`src/rtl/ps2_host_ctrl.sv`:
```
// Host-side PS/2 command scheduler: arbitrates reset/LED requests, sends frames, checks 0xFA/0xFE replies, retries.
// Latency: grant one cycle after a request is seen in IDLE; done/err one cycle after the deciding reply or timeout.
// Backpressure: requests are levels held until grant; PS2CTRL_BAT_WAIT_EN adds a wait for the 0xAA self-test result after 0xFF.
module ps2_host_ctrl #(
  parameter int INHIBIT_CYC = 5000,
  parameter int TIMEOUT_CYC = 1000000,
  parameter int MAX_RETRY   = 3
) (
  input  logic       clk50m,
  input  logic       rst_n,
  input  logic       kb_reset_req,
  input  logic       led_req,
  input  logic [2:0] led_state,
  input  logic       ps2_clk_in,
  input  logic       ps2_data_in,
  output logic       ps2_clk_oe,
  output logic       ps2_data_oe,
  input  logic [7:0] rx_byte,
  input  logic       rx_valid,
  output logic       rx_inhibit,
  output logic [1:0] grant,
  output logic       busy,
  output logic       done,
  output logic       err
);

`ifdef PS2CTRL_BAT_WAIT_EN
  localparam bit BAT_WAIT = 1'b1;
`else
  localparam bit BAT_WAIT = 1'b0;
`endif

  localparam int CNT_MAX = (TIMEOUT_CYC > INHIBIT_CYC) ? TIMEOUT_CYC : INHIBIT_CYC;
  localparam int CW = $clog2(CNT_MAX + 1);
  localparam int RW = $clog2(MAX_RETRY + 2);
  localparam logic [CW-1:0] INH_LOAD  = CW'(INHIBIT_CYC - 1);
  localparam logic [CW-1:0] TMO_LOAD  = CW'(TIMEOUT_CYC - 1);
  localparam logic [RW-1:0] RETRY_MAX = RW'(MAX_RETRY);

  typedef enum logic [2:0] {S_IDLE, S_INHIBIT, S_REQ, S_TX, S_ACK, S_WAIT_RESP} state_t;

  state_t          state_q, state_d;
  logic [CW-1:0]   cnt_q, cnt_d;
  logic [3:0]      bit_q, bit_d;
  logic [RW-1:0]   retry_q, retry_d;
  logic            tx_oe_q, tx_oe_d;
  logic            idx_q, idx_d;
  logic            bat_q, bat_d;
  logic [1:0]      grant_q, grant_d;
  logic            done_q, done_d;
  logic            err_q, err_d;
  logic [7:0]      byte0_q, byte1_q;
  logic            two_q;
  logic            latch_rst, latch_led, fail;
  logic [2:0]      clk_s;
  logic [1:0]      data_s;
  logic            clk_fall;
  logic [7:0]      cur_byte;
  logic            last_byte;

  always_ff @(posedge clk50m or negedge rst_n) begin
    if (!rst_n) begin
      clk_s  <= 3'b111;
      data_s <= 2'b11;
    end else begin
      clk_s  <= {clk_s[1:0], ps2_clk_in};
      data_s <= {data_s[0], ps2_data_in};
    end
  end

  assign clk_fall  = clk_s[2] & ~clk_s[1];
  assign cur_byte  = idx_q ? byte1_q : byte0_q;
  assign last_byte = two_q ? idx_q : 1'b1;

  always_comb begin
    state_d   = state_q;
    cnt_d     = cnt_q;
    bit_d     = bit_q;
    retry_d   = retry_q;
    tx_oe_d   = tx_oe_q;
    idx_d     = idx_q;
    bat_d     = bat_q;
    grant_d   = 2'b00;
    done_d    = 1'b0;
    err_d     = 1'b0;
    latch_rst = 1'b0;
    latch_led = 1'b0;
    fail      = 1'b0;
    case (state_q)
      S_IDLE: begin
        if (kb_reset_req || led_req) begin
          grant_d   = kb_reset_req ? 2'b10 : 2'b01;
          latch_rst = kb_reset_req;
          latch_led = ~kb_reset_req;
          state_d   = S_INHIBIT;
          cnt_d     = INH_LOAD;
          retry_d   = '0;
          idx_d     = 1'b0;
          bat_d     = 1'b0;
        end
      end
      S_INHIBIT: begin
        if (cnt_q == '0) state_d = S_REQ;
        else             cnt_d   = cnt_q - CW'(1);
      end
      S_REQ: begin
        state_d = S_TX;
        cnt_d   = TMO_LOAD;
        bit_d   = 4'd0;
        tx_oe_d = 1'b1;
      end
      S_TX: begin
        cnt_d = cnt_q - CW'(1);
        if (cnt_q == '0) begin
          fail = 1'b1;
        end else if (clk_fall) begin
          // data_oe is the inverse of the line level; parity bit makes the ones count odd
          if (bit_q < 4'd8)       tx_oe_d = ~cur_byte[bit_q[2:0]];
          else if (bit_q == 4'd8) tx_oe_d = ^cur_byte;
          else begin
            tx_oe_d = 1'b0;
            state_d = S_ACK;
          end
          bit_d = bit_q + 4'd1;
        end
      end
      S_ACK: begin
        cnt_d = cnt_q - CW'(1);
        if (cnt_q == '0) begin
          fail = 1'b1;
        end else if (clk_fall) begin
          if (!data_s[1]) begin
            state_d = S_WAIT_RESP;
            cnt_d   = TMO_LOAD;
          end else begin
            fail = 1'b1;
          end
        end
      end
      S_WAIT_RESP: begin
        cnt_d = cnt_q - CW'(1);
        if (bat_q) begin
          // self-test outcome is final: a bad result is not worth resending 0xFF for
          if (rx_valid && rx_byte == 8'hAA) begin
            done_d  = 1'b1;
            state_d = S_IDLE;
          end else if ((rx_valid && rx_byte == 8'hFC) || cnt_q == '0) begin
            err_d   = 1'b1;
            state_d = S_IDLE;
          end
        end else if (rx_valid && rx_byte == 8'hFA) begin
          if (!last_byte) begin
            idx_d   = 1'b1;
            retry_d = '0;
            cnt_d   = INH_LOAD;
            state_d = S_INHIBIT;
          end else if (BAT_WAIT && cur_byte == 8'hFF) begin
            bat_d = 1'b1;
            cnt_d = TMO_LOAD;
          end else begin
            done_d  = 1'b1;
            state_d = S_IDLE;
          end
        end else if ((rx_valid && rx_byte == 8'hFE) || cnt_q == '0) begin
          fail = 1'b1;
        end
      end
      default: state_d = S_IDLE;
    endcase
    if (fail) begin
      if (retry_q < RETRY_MAX) begin
        retry_d = retry_q + RW'(1);
        cnt_d   = INH_LOAD;
        state_d = S_INHIBIT;
      end else begin
        err_d   = 1'b1;
        state_d = S_IDLE;
      end
    end
  end

  always_ff @(posedge clk50m or negedge rst_n) begin
    if (!rst_n) begin
      state_q <= S_IDLE;
      cnt_q   <= '0;
      bit_q   <= 4'd0;
      retry_q <= '0;
      tx_oe_q <= 1'b0;
      idx_q   <= 1'b0;
      bat_q   <= 1'b0;
      grant_q <= 2'b00;
      done_q  <= 1'b0;
      err_q   <= 1'b0;
      byte0_q <= 8'h00;
      byte1_q <= 8'h00;
      two_q   <= 1'b0;
    end else begin
      state_q <= state_d;
      cnt_q   <= cnt_d;
      bit_q   <= bit_d;
      retry_q <= retry_d;
      tx_oe_q <= tx_oe_d;
      idx_q   <= idx_d;
      bat_q   <= bat_d;
      grant_q <= grant_d;
      done_q  <= done_d;
      err_q   <= err_d;
      if (latch_rst) begin
        byte0_q <= 8'hFF;
        byte1_q <= 8'h00;
        two_q   <= 1'b0;
      end else if (latch_led) begin
        byte0_q <= 8'hED;
        byte1_q <= {5'b0, led_state};
        two_q   <= 1'b1;
      end
    end
  end

  // Line drives decode straight from state so an async reset releases them at once
  assign ps2_clk_oe  = (state_q == S_INHIBIT);
  assign ps2_data_oe = (state_q == S_REQ) || ((state_q == S_TX) && tx_oe_q);
  assign rx_inhibit  = (state_q == S_INHIBIT) || (state_q == S_REQ) ||
                       (state_q == S_TX) || (state_q == S_ACK);
  assign busy        = (state_q != S_IDLE);
  assign grant       = grant_q;
  assign done        = done_q;
  assign err         = err_q;

endmodule

```
`config.mk`:
```
export PLATFORM = sky130hd
export DESIGN_NAME = ps2_host_ctrl
export DESIGN_NICKNAME = d
export VERILOG_FILES = /design/src/rtl/ps2_host_ctrl.sv
export SDC_FILE = /design/constraint.sdc
export NUM_CORES = 1
export LEC_CHECK = 0
export ABC_AREA = 1
export CAP_MARGIN = 5
export CORE_AREA = 2 2 54 106
export DETAILED_ROUTE_END_ITERATION = 16
export DIE_AREA = 0 0 56 108
export DONT_BUFFER_PORTS = 1
export PLACE_DENSITY = 0.81
export SLEW_MARGIN = 20
export SYNTH_ARGS = -nofsm -noshare
export SYNTH_HDL_FRONTEND = slang
export SYNTH_SLANG_ARGS = --single-unit
```
`constraint.sdc`:
```
create_clock -name clk50m -period 1.9 [get_ports clk50m]
set_input_delay 0.285 -clock clk50m [delete_from_list [all_inputs] [get_ports clk50m]]
set_output_delay 0.285 -clock clk50m [all_outputs]
set_load 0.02 [all_outputs]
```
# Word-level counts from Yosys, hierarchy flattened
# Cells that the tools add are included.
# op_classes
add_sub_neg,3
magnitude_cmp,3
eq_ne,23
mux,71
bitwise_logic,4
n_reduce_logical,19
# ops
op,n
two-way mux 20 bit,9
case mux 20 bit (6 select lines),1
two-way mux 3 bit,16
two-way mux 8 bit,5
two-way mux 1 bit,28
"!= test 3 bit, second input constant",9
logical NOT 20 bit,1
"subtractor 20 x 1 -> 20 bit, second input constant",1
case mux 3 bit (6 select lines),1
"== test 8 bit, second input constant",2
"!= test 2 bit, second input constant",5
AND reduction 10 bit,1
two-way mux 4 bit,2
case mux 4 bit (2 select lines),1
parity 8 bit,1
"== test 3 x 2 -> 1 bit, second input constant",2
"== test 3 bit, second input constant",2
logical OR 1 bit,6
two-way mux 2 bit,3
case mux 3 bit (2 select lines),1
nonzero test 2 bit,3
"adder 4 x 1 -> 4 bit, second input constant",1
"== test 4 bit, second input constant",1
"< comparator 3 x 4 -> 1 bit, second input constant",1
other kinds (15),20
# word_totals
register_bits,58
inputBits,18
out_inout_bits,8
elab_cells,137

# Depth between registers and ports, before layout
# depth
depth_word,8
mapped_depth,13
mapped_depth_nobuf,13

# Worst setup path before layout
# Ideal clock, no wire load.
# synth_timing
path_kind,register -> register
from,register cnt_q[0]
to,register retry_q[1]
setup_time_ps,117
t_arrival_ps,1498
required_time_ps,1783
path_slack_ps,285
path_stages_with_launch,13
n_path_buf,1
period_less_slack_ps,1615
cell_sequence,dfrtp_1 inv_1 ha_1 nand3_1 nor2_4 nand3_4 nand2_1 nand2_1 nand2_2 nand2_4 buf_6 nand3_1 nand2_1
# synth_via
elab_chain_len,6
elab_cells_between_ends,8
cone_classes,mux: 6; reduce/logical: 2
# synth_lines
item,line,text
"start, declared",43,"logic [CW-1:0] cnt_q, cnt_d;"
"start signal, assigned",199,cnt_q <= cnt_d;
logical NOT 20 bit (*),"114, 129, 164",
logical OR 1 bit,164,end else if ((rx_valid && rx_byte == 8'hFE) || cnt_q == '0) begin
two-way mux 1 bit,164,
two-way mux 1 bit,151,end else if (rx_valid && rx_byte == 8'hFA) begin
case mux 1 bit (3 select lines) (*),89,case (state_q)
two-way mux 3 bit (*),170,if (fail) begin
named net retry_d[1],45,"logic [RW-1:0] retry_q, retry_d;"
"end signal, assigned",201,retry_q <= retry_d;
"end, declared",45,
# The timed path passes the listed nets; every way through them passes the cells marked *.
# A chain may end at the register's enable or synchronous reset.

# Final worst setup path
# layout_timing
from,register state_q[2]
to,output ps2_data_oe
# layout_via
elab_chain_len,3
elab_cells_between_ends,4
cone_classes,eq/ne: 2; reduce/logical: 2
# layout_lines
item,line,text
"start, declared",42,"state_t state_q, state_d;"
"start signal, assigned",198,state_q <= state_d;
== test 3 x 2 -> 1 bit,222,assign ps2_data_oe = (state_q == S_REQ) || ((state_q == S_TX) && tx_oe_q);
logical AND 1 bit,222,
logical OR 1 bit (*),222,
"end, declared",17,"output logic ps2_data_oe,"
# Mark *: on every way between the ends. The rest lies on a longest branch, timed or not.

==> summary.md <==
| Metric | Value |
|---|---|
| Worst hold path cell count | 1 |
| Relative slew slack | 0.647 |
| Clk Latency, worst-skew pair | between 300 and 400 ps |
| Layout area overhead | 12.9% |
| Drt first pass iters | 5 |
| Final Hold Fails | 0 |
| Clock Root Buffer | clkbuf_8 |
| I/O Pins | 26 |
| CP Capture Type | output pin |
| CTS sink count | between 40 and 50 |
| FF+latch area | between 1000 and 1500 µm² |
| Antenna violations before repair | 0 |
| Fill cells | 465 |
| Post-synthesis sequential area ratio | 0.387 |
| YS warnings | 0 |
| Switching share of power | 0.474 |
| Initial core utilization | 0.589 |
| Multi-input gate area | about 1700 µm² |
| Final Max Slew Viols | 0 |
| Setup TNS | 0 ps |
| Gr usage total | 0.287 |
| Clk slew on worst S/H paths | approximately 90 ps |
| Worst Setup SP | state_q[2]$_DFFE_PN0P_ |
| Layout cells sized above 1 | 0.173 |
| Total grt overflow | 0 |
| RR Startpoint | state_q[0]$_DFFE_PN0P_ |
| CP max-delay cell | dfrtp_2 |
| Synth Instances | about 440 |
| Largest net degree at the start of global routing | 48 |
| Leak | approximately 0.0017 µW |
| Mapped Nets | 460 |
| CP endpoint | ps2_data_oe |
| Family with the most delay on the worst path | simple AND/OR/NAND/NOR gates |
| R2R setup slack | between 100 and 150 ps |
| CP bufs+invs | 1 |
| WP data required | ~1600 ps |
| Rows | 37 |
| Power density cells | approximately 1500 nW/µm² |
| CP arrival | between 1500 and 2000 ps |
| Post-layout min period | around 1800 ps |
| DRT antenna net count | 0 |
| Core Region | approximately 5200 µm² |
| Syn_area_per_cell | 6.99 µm² |
| Die width | about 56 µm |
| Wire per inst | roughly 16 µm |
| Status | finished clean |
| TritonCTS clock tree | done |
| Core Util, Final | 0.666 |
| PortBufs | 0 |
| Max VDD drop | 0.867 mV |
| DRT Wirelength | just over 8000 µm |
| Max cap viols | 0 |
| DR vias | slightly below 3000 |
| Die area | a little over 6000 µm² |
| Area after DPL | 3180 µm² |
| Reg2reg end | cnt_q[3]$_DFF_PN0_ |
| # setup viols final | 0 |
| Seq pwr share | 0.301 |
| CP max FO | 6 |
| Worst Hold Class | input pin to register |
| CP peak stage delay | around 480 ps |
| Register-to-Register Path Depth | 9 |
| CP most frequent cell | nand2_1 |
| Vias in the first global route | 2979 |
| Final period utilization | 0.943 |
| Comb pwr share | 0.530 |
| DP Cell Count | between 500 and 600 |
| Post-route insts no fill | about 520 |
| Die span in y | 108 µm |
| Bufs on Longest Clock Path | 2 |
| Crit. path cell count | 5 |
| First-pass GRT wire length | 13500 µm |
| DR vias/cell | about 5.6 |
| Seq cells post-synth | 47 |
| Critical path cell sequence | nor2_2 -> nand2_2 -> inv_2 -> nand2_1 -> nand2_1 |
| Cell Area, Synth | 3060 µm² |
| Switch Pwr | 2490 µW |
| Post-DP HPWL | approximately 6300 µm |
| Fmax | approximately 560 MHz |
| Num CTS Buffers | 5 |
| Clock power frac | 0.169 |
| DRT iter0 DRCs | ~140 |
| Setup Skew | approximately 12 ps |
| NumNets Final | between 400 and 500 |
| Final GP Congestion | between 1 and 1.5 |
| DRC violations left | 0 |
| # diodes | 0 |
| Worst hold slack | about 73 ps |
| Worst-margin pin slew | approximately 530 ps |
| Startpoint types | register |
| Cell area after layout | roughly 3500 µm² |
| Critical path class | register to output pin |
| Cell-internal power | around 2800 µW |
| Distinct cells, synth | 35 |
| H-tree depth | 2 |
==> synthesized netlist by cell type (all sizes together) <==
cell	count	area [µm²]
inv	58	220
nand2	129	509
o211ai	1	7.51
clkbuf	1	3.75
nand3	35	193
a21oi	34	170
dfstp	5	131
o31ai	1	7.51
xor2	3	26.3
o21ai	38	190
nor2	55	267
or2	2	12.5
nor3	3	15.0
clkinv	1	3.75
a22o	1	8.76
xnor2	4	35.0
o311ai	1	8.76
ha	5	62.6
buf	3	27.5
nand3b	3	22.5
a21boi	1	7.51
a31oi	1	6.26
nand4	10	68.8
dfrtp	42	1050
==> power groups by stage <==
stage | Sequential (µW) | Combinational [µW] | Clock, µW
2_1_floorplan | 1540 | 1910 | 0
3_3_place_gp | 1580 | 2530 | 0
3_5_place_dp | 1590 | 2600 | 0
4_1_cts | 1570 | 2660 | 894
5_1_grt | 1620 | 3130 | 924
6_report | 1580 | 2780 | 885
==> state kept, by name, summed over array words and instances, names as in the netlist <==
register  flops
tx_oe_q       1
byte1_q       3
bit_q         4
two_q         1
byte0_q       2
retry_q       3
clk_s         3
err           1
cnt_q        20
idx_q         1
data_s        2
state_q       3
grant         2
done          1
==> through the flow <==
stage	setup slack [ps]	power [µW]
4_1_cts	15.6	5120
3_5_place_dp	-21.7	4180
3_3_place_gp	32.9	4110
5_1_grt	-6.21	5670
6_report	109	5250
2_1_floorplan	285	3450
==> cells in the final DEF (no fill, tap or decap), drive strengths merged, types with 3 or more instances in the layout <==
cell type	count
xor2	3
nor2	55
dfrtp	42
nand3	35
buf	13
nand4	10
dlygate4sd3	3
a21oi	34
nand2	129
dfstp	5
inv	57
o21ai	38
nand3b	3
clkbuf	5
nor3	3
ha	5
xnor2	4
==> cells by family after synthesis <==
group                      share of synthesized area
AOI/OAI and AO/OA                              0.133
DFF                                            0.387
xor gates and xnor gates                      0.0201
and+or+nand+nor                                0.356
buffers and inverters                         0.0835
adders and majority gates                     0.0205
==> what timing repair did <==
item	in CTS	in global routing
hold endpoints to repair	49	0
endpoints found under the setup margin	1	22
gates cloned	0	0
resized for setup	2	19
buffers inserted	0	1
hold buffers	4	0
pin swaps	0	3
==> per-layer routing <==
| metal | part of all wire | GRT usage |
|---|---|---|
| met2 | 0.55 | 0.550 |
| met5 | 0 | 0 |
| met4 | 0.055 | 0.185 |
| met1 | 0.35 | 0.273 |
| met3 | 0.039 | 0.0431 |
==> cell type report <==
| type | instances | share of cell area |
|---|---|---|
| multi-input combinational | 327 | 0.486 |
| sequential | 47 | 0.343 |
| inverter | 59 | 0.0678 |
| timing repair buffer | 16 | 0.0428 |
| tap | 58 | 0.0210 |
| clock buffer | 5 | 0.0199 |
| clock inverter | 3 | 0.0196 |
==> how the worst min path moves through the flow <==
stage | start | endpoint | slack, ps
after global routing | kb_reset_req | two_q$_DFFE_PN0P_ | 70
after floorplan | rst_n | bit_q[0]$_DFFE_PN0P_ | -10
after CTS | kb_reset_req | two_q$_DFFE_PN0P_ | 70
after global placement | rst_n | cnt_q[14]$_DFF_PN0_ | -10
final | kb_reset_req | two_q$_DFFE_PN0P_ | 70
after detailed placement | rst_n | cnt_q[14]$_DFF_PN0_ | -10
==> worst reg2reg max path: cells and delay by family (launching register included) <==
kind | cells | cell delay [ps]
AND/OR/NAND/NOR | 6 | 820
flip-flops | 1 | 480
AO/OA/AOI/OAI | 1 | 230
buffers and inverters | 2 | 130
Note: power is estimated with default switching activity, not from simulation.
